File: config.mk
export PLATFORM = sky130hd
export DESIGN_NAME = router_pkt_fifo
export DESIGN_NICKNAME = d
export VERILOG_FILES = /design/src/rtl/router_pkt_fifo.sv
export SDC_FILE = /design/constraint.sdc
export NUM_CORES = 1
export LEC_CHECK = 0
export CAP_MARGIN = 20
export CORE_MARGIN = 5
export CORE_UTILIZATION = 64
export DETAILED_ROUTE_END_ITERATION = 12
export GPL_ROUTABILITY_DRIVEN = 0
export PLACE_DENSITY = 0.84
export SETUP_SLACK_MARGIN = 0.05
export SYNTH_ARGS = -nofsm -noshare
export SYNTH_HDL_FRONTEND = slang
export SYNTH_SLANG_ARGS = --single-unit
File: constraint.sdc
create_clock -name clock -period 4.6 [get_ports clock]
set_input_delay 0.69 -clock clock [delete_from_list [all_inputs] [get_ports clock]]
set_output_delay 0.69 -clock clock [all_outputs]
set_load 0.02 [all_outputs]
File: src/rtl/router_pkt_fifo.sv
// router_pkt_fifo
// Packet-aware output buffer, one instance per destination channel. Each
// entry holds a data byte plus a start-of-packet tag. The read side tracks the
// remaining byte count taken from the packet header, so it can flag the first
// (header) and last (parity) byte of every packet.
//
// Ports:
//   clock        rising-edge clock
//   resetn       asynchronous active-low reset
//   soft_reset   synchronous flush, active-high
//   write_enb    write request
//   lfd_state    data_in is a packet header (SOP tag)
//   data_in      write data
//   read_enb     read request
//   data_out     registered read data, valid when rd_valid
//   rd_valid     data_out updated this cycle
//   rd_sop       data_out is a header (aligned with rd_valid)
//   rd_eop       data_out is the packet's last byte (aligned with rd_valid)
//   empty        no stored entries
//   full         DEPTH entries stored
//   almost_full  fill_level >= AF_THRESH
//   fill_level   stored entry count, 0..DEPTH
//   overflow     sticky: write attempted while full
//   underflow    sticky: read attempted while empty
module router_pkt_fifo #(
  parameter int DATA_W    = 8,
  parameter int DEPTH     = 16,
  parameter int AF_THRESH = DEPTH - 2
) (
  input  logic                     clock,
  input  logic                     resetn,
  input  logic                     soft_reset,
  input  logic                     write_enb,
  input  logic                     lfd_state,
  input  logic [DATA_W-1:0]        data_in,
  input  logic                     read_enb,
  output logic [DATA_W-1:0]        data_out,
  output logic                     rd_valid,
  output logic                     rd_sop,
  output logic                     rd_eop,
  output logic                     empty,
  output logic                     full,
  output logic                     almost_full,
  output logic [$clog2(DEPTH):0]   fill_level,
  output logic                     overflow,
  output logic                     underflow
);

  localparam int AW = $clog2(DEPTH);
  localparam int PW = AW + 1;
  localparam int RW = DATA_W - 1;
  localparam int LW = DATA_W - 2;

  localparam logic [PW-1:0] PTR_ONE   = {{AW{1'b0}}, 1'b1};
  localparam logic [RW-1:0] REM_ONE   = {{(RW-1){1'b0}}, 1'b1};
  localparam logic [RW-1:0] REM_ZERO  = {RW{1'b0}};
  localparam logic [PW-1:0] AF_LEVEL  = PW'(AF_THRESH);

  // Entry layout: {sop_tag, data}
  logic [DATA_W:0]   mem_r [DEPTH];
  logic [PW-1:0]     wr_ptr_r;
  logic [PW-1:0]     rd_ptr_r;
  logic [RW-1:0]     rem_r;

  logic              empty_s;
  logic              full_s;
  logic [PW-1:0]     fill_s;
  logic              wr_accept_s;
  logic              rd_accept_s;
  logic [DATA_W:0]   rd_entry_s;
  logic              rd_hdr_s;
  logic [LW-1:0]     rd_len_s;
  logic [RW-1:0]     rem_nxt_s;
  logic              eop_nxt_s;

  // Pointer-derived status; the extra MSB distinguishes full from empty.
  always_comb begin
    fill_s      = wr_ptr_r - rd_ptr_r;
    empty_s     = (wr_ptr_r == rd_ptr_r);
    full_s      = (wr_ptr_r[AW] != rd_ptr_r[AW]) &&
                  (wr_ptr_r[AW-1:0] == rd_ptr_r[AW-1:0]);
    wr_accept_s = write_enb && !full_s;
    rd_accept_s = read_enb && !empty_s;
  end

  assign empty       = empty_s;
  assign full        = full_s;
  assign fill_level  = fill_s;
  assign almost_full = (fill_s >= AF_LEVEL);

  // Packet tracking: next remaining count and last-byte flag for the entry
  // about to be read. A header always reloads, even mid-packet.
  always_comb begin
    rd_entry_s = mem_r[rd_ptr_r[AW-1:0]];
    rd_hdr_s   = rd_entry_s[DATA_W];
    rd_len_s   = rd_entry_s[DATA_W-1:2];
    rem_nxt_s  = rem_r;
    eop_nxt_s  = 1'b0;
    if (rd_hdr_s) begin
      rem_nxt_s = {1'b0, rd_len_s} + REM_ONE;
      eop_nxt_s = 1'b0;
    end else if (rem_r != REM_ZERO) begin
      rem_nxt_s = rem_r - REM_ONE;
      eop_nxt_s = (rem_r == REM_ONE);
    end else begin
      rem_nxt_s = REM_ZERO;
      eop_nxt_s = 1'b0;
    end
  end

  // Storage array; contents are intentionally left untouched by any reset.
  always_ff @(posedge clock) begin
    if (wr_accept_s && !soft_reset) begin
      mem_r[wr_ptr_r[AW-1:0]] <= {lfd_state, data_in};
    end
  end

  // Pointers, read port, packet tracker and sticky error flags.
  always_ff @(posedge clock or negedge resetn) begin
    if (!resetn) begin
      wr_ptr_r  <= {PW{1'b0}};
      rd_ptr_r  <= {PW{1'b0}};
      rem_r     <= REM_ZERO;
      data_out  <= {DATA_W{1'b0}};
      rd_valid  <= 1'b0;
      rd_sop    <= 1'b0;
      rd_eop    <= 1'b0;
      overflow  <= 1'b0;
      underflow <= 1'b0;
    end else if (soft_reset) begin
      wr_ptr_r  <= {PW{1'b0}};
      rd_ptr_r  <= {PW{1'b0}};
      rem_r     <= REM_ZERO;
      data_out  <= {DATA_W{1'b0}};
      rd_valid  <= 1'b0;
      rd_sop    <= 1'b0;
      rd_eop    <= 1'b0;
      overflow  <= 1'b0;
      underflow <= 1'b0;
    end else begin
      if (wr_accept_s) begin
        wr_ptr_r <= wr_ptr_r + PTR_ONE;
      end
      if (write_enb && full_s) begin
        overflow <= 1'b1;
      end
      if (read_enb && empty_s) begin
        underflow <= 1'b1;
      end
      rd_valid <= rd_accept_s;
      if (rd_accept_s) begin
        rd_ptr_r <= rd_ptr_r + PTR_ONE;
        data_out <= rd_entry_s[DATA_W-1:0];
        rd_sop   <= rd_hdr_s;
        rd_eop   <= eop_nxt_s;
        rem_r    <= rem_nxt_s;
      end else begin
        rd_sop   <= 1'b0;
        rd_eop   <= 1'b0;
      end
    end
  end

endmodule

==> results.tsv <==
metric	value	unit
Detail Placement HPWL	10200	µm
global-route wire length before repair	24300	µm
Seq/Total Area, Yosys	0.690	
total detailed-routing wirelength	15600	µm
worst setup path class	register to output port	
worst-path fanout max	12	
Post-synth EDFFs	144	
Required @ worst endpoint	3.91	ns
clk_skew	0.0108	ns
Yosys reg bits	174	
clock sinks	174	
pwr dens	475	mW/mm²
# H-tree levels	4	
number of diodes	0	
WL/cell	24.3	µm
Worst-path clk slew	0.06	ns
setup TNS	0	ns
number of post-CTS setup repair buffers	0	
ANT nets after route	0	
Synth Flop Type	edfxtp_1	
Die X-Extent	117	µm
cell count after synthesis	436	
fillers	644	
commonest non-fill, non-tap cell in the layout	edfxtp_1	
leakage power	0.00298	µW
fraction of layout cells with a size suffix above 1	0.182	
Max Clk Rate	268	MHz
Syn-to-layout area delta	15.7	%
cts bufs inserted	17	
Unique masters post-synth	44	
Tmin final	3.73	ns
initial antenna violation count	0	
element type at the critical path start	register	
Flop pwr share	0.445	
Worst Max-Slew Pin Slew	1.03	ns
Util after Layout	0.752	
slew margin rel.	0.314	
DRT iter0 DRCs	513	
Psw	1060	µW
Max-cap violations	0	
Yosys top cell area share	0.588	
mean post-synth cell area	16.9	µm²
DR pass1 iterations	5	
Post-layout nets	514	
clock buffer depth	2	
number of global-route vias before repair	4247	
synth warn	0	
core region area	0.0113	mm²
CTS Root Cell	clkbuf_16	
Async S/R FF share, synth	0.172	
maximum VDD drop	434	µV
power share of the clock group	0.364	
switching share of power	0.262	
drt drc	0	
num rows	39	
routed vias/inst	6.40	
Initial Utilization	0.650	
RSZ-0062 raised after global routing	no	
most frequent cells in the layout	edfxtp_1 (144), mux4_2 (42), nand2_1 (37)	
setup violators final	0	
status	finished clean	
total gr overflow	0	
vias	4110	
Final Hold Vio Count	0	
Pint	2980	µW
die area	0.0137	mm²
Synth area leader	edfxtp_1	
die height	117	µm
# hold bufs at CTS	0	
Crit. End Element	output port	
Ports	35	
Gate power share	0.191	
GR Util All Layers	0.250	
Slew Limit Fails	0	
Syn Nets	464	
worst hold path class	register to register	
period utilization	0.812	
largest net degree at the start of global routing	31	
Area contributors post-synth	edfxtp_1 (59%), mux4_2 (13%), dfrtp_1 (10%)	
crit path DAT	3.04	ns
post-CTS resize count	0	
synthesized cell area	0.00736	mm²
Power Total	4040	µW
CTS tree	built	
number of I/O port buffers	34	
latest clock arrival within the worst-skew pair	0.43	ns
## area by class of cell
| class | instances | area (µm²) | share of cell area |
|---|---|---|---|
| sequential | 174 | 5080 | 0.596 |
| clock buffer | 19 | 433 | 0.0509 |
| clock inverter | 13 | 175 | 0.0206 |
| inverter | 11 | 41.3 | 0.00485 |
| multi-input combinational | 232 | 2150 | 0.252 |
| tap | 143 | 179 | 0.0210 |
| timing repair buffer | 50 | 460 | 0.0541 |
## synth_stat cells (2+ instances only)
cell / count
edfxtp_1: 144
mux4_2: 42
nand2_1: 37
dfrtp_1: 30
nor2_1: 30
a21oi_1: 18
ha_1: 13
clkbuf_1: 11
xnor2_1: 11
inv_1: 10
mux2i_1: 9
nor3_1: 9
xor2_1: 9
o21ai_0: 7
nand2b_1: 5
nand4_1: 5
and2_1: 4
buf_2: 4
buf_4: 3
nor2b_1: 3
o21ai_1: 3
a21o_1: 2
a221o_1: 2
and3_1: 2
nand3_1: 2
nor3b_1: 2
o211ai_1: 2
## worst max-delay path, stage by stage, from the launching register on
cell	delay (ns)
dfrtp_1	0.37
inv_1	0.51
ha_1	0.38
a21o_1	0.17
a21oi_1	0.22
xnor2_1	0.17
a31o_2	0.19
clkdlybuf4s50_1	0.60
## routing by layer
metal  part of all wire  wire, µm  vias up  GRT usage
li1                   -         -     1794          -
met1               0.38      5990     2067      0.326
met2               0.50      7710      219      0.398
met3              0.096      1500       30     0.0925
met4              0.023       365        0     0.0734
met5                  0         0        -          0
## flip-flops by register name, indices dropped and copies added, names as in the netlist
| register | count |
|---|---|
| mem_r | 144 |
| data_out | 8 |
| overflow | 1 |
| rd_eop | 1 |
| rem_r | 7 |
| rd_ptr_r | 5 |
| underflow | 1 |
| rd_sop | 1 |
| wr_ptr_r | 5 |
| rd_valid | 1 |
## final timing paths
kind,startpoint,end,slack [ns],cells past startpoint
worst max-delay path,rd_ptr_r[1],almost_full,0.87,7
worst min-delay path,underflow,underflow,0.50,2
worst min register to register,underflow,underflow,0.50,2
worst max register to register,rd_ptr_r[3],mem_r[14][0],1.08,7
min in group asynchronous,resetn,overflow,0.65,2
max in group asynchronous,resetn,rd_ptr_r[0],3.63,2
## power groups by stage
| stage | Combinational (µW) | Clock, µW | Sequential (µW) |
|---|---|---|---|
| 3_3_place_gp | 744 | 0 | 1830 |
| 6_report | 772 | 1470 | 1800 |
| 4_1_cts | 776 | 1490 | 1800 |
| 5_1_grt | 846 | 1560 | 1800 |
| 2_1_floorplan | 524 | 0 | 1840 |
| 3_5_place_dp | 765 | 0 | 1830 |
## metrics by stage
step                      std cells  hold WS, ns  area, µm²  setup slack [ns]
after floorplan                 436        0.394       7360              1.48
after detailed placement        610        0.488       7900              1.13
final                           642        0.501       8510             0.866
after CTS                       642        0.503       8510             0.840
after global placement          610        0.476       7900              1.34
after global routing            642        0.534       8510             0.712
## logic make-up after synthesis
kind of cell	Yosys count	synth area share
multiplexers	52	0.142
AO/OA/AOI/OAI	43	0.0372
AND/OR/NAND/NOR	103	0.0636
adder cells (fa/ha/maj)	14	0.0248
flip-flops	174	0.690
buffers and inverters	30	0.0185
XOR/XNOR	20	0.0238
(Power assumes the default switching activity.)
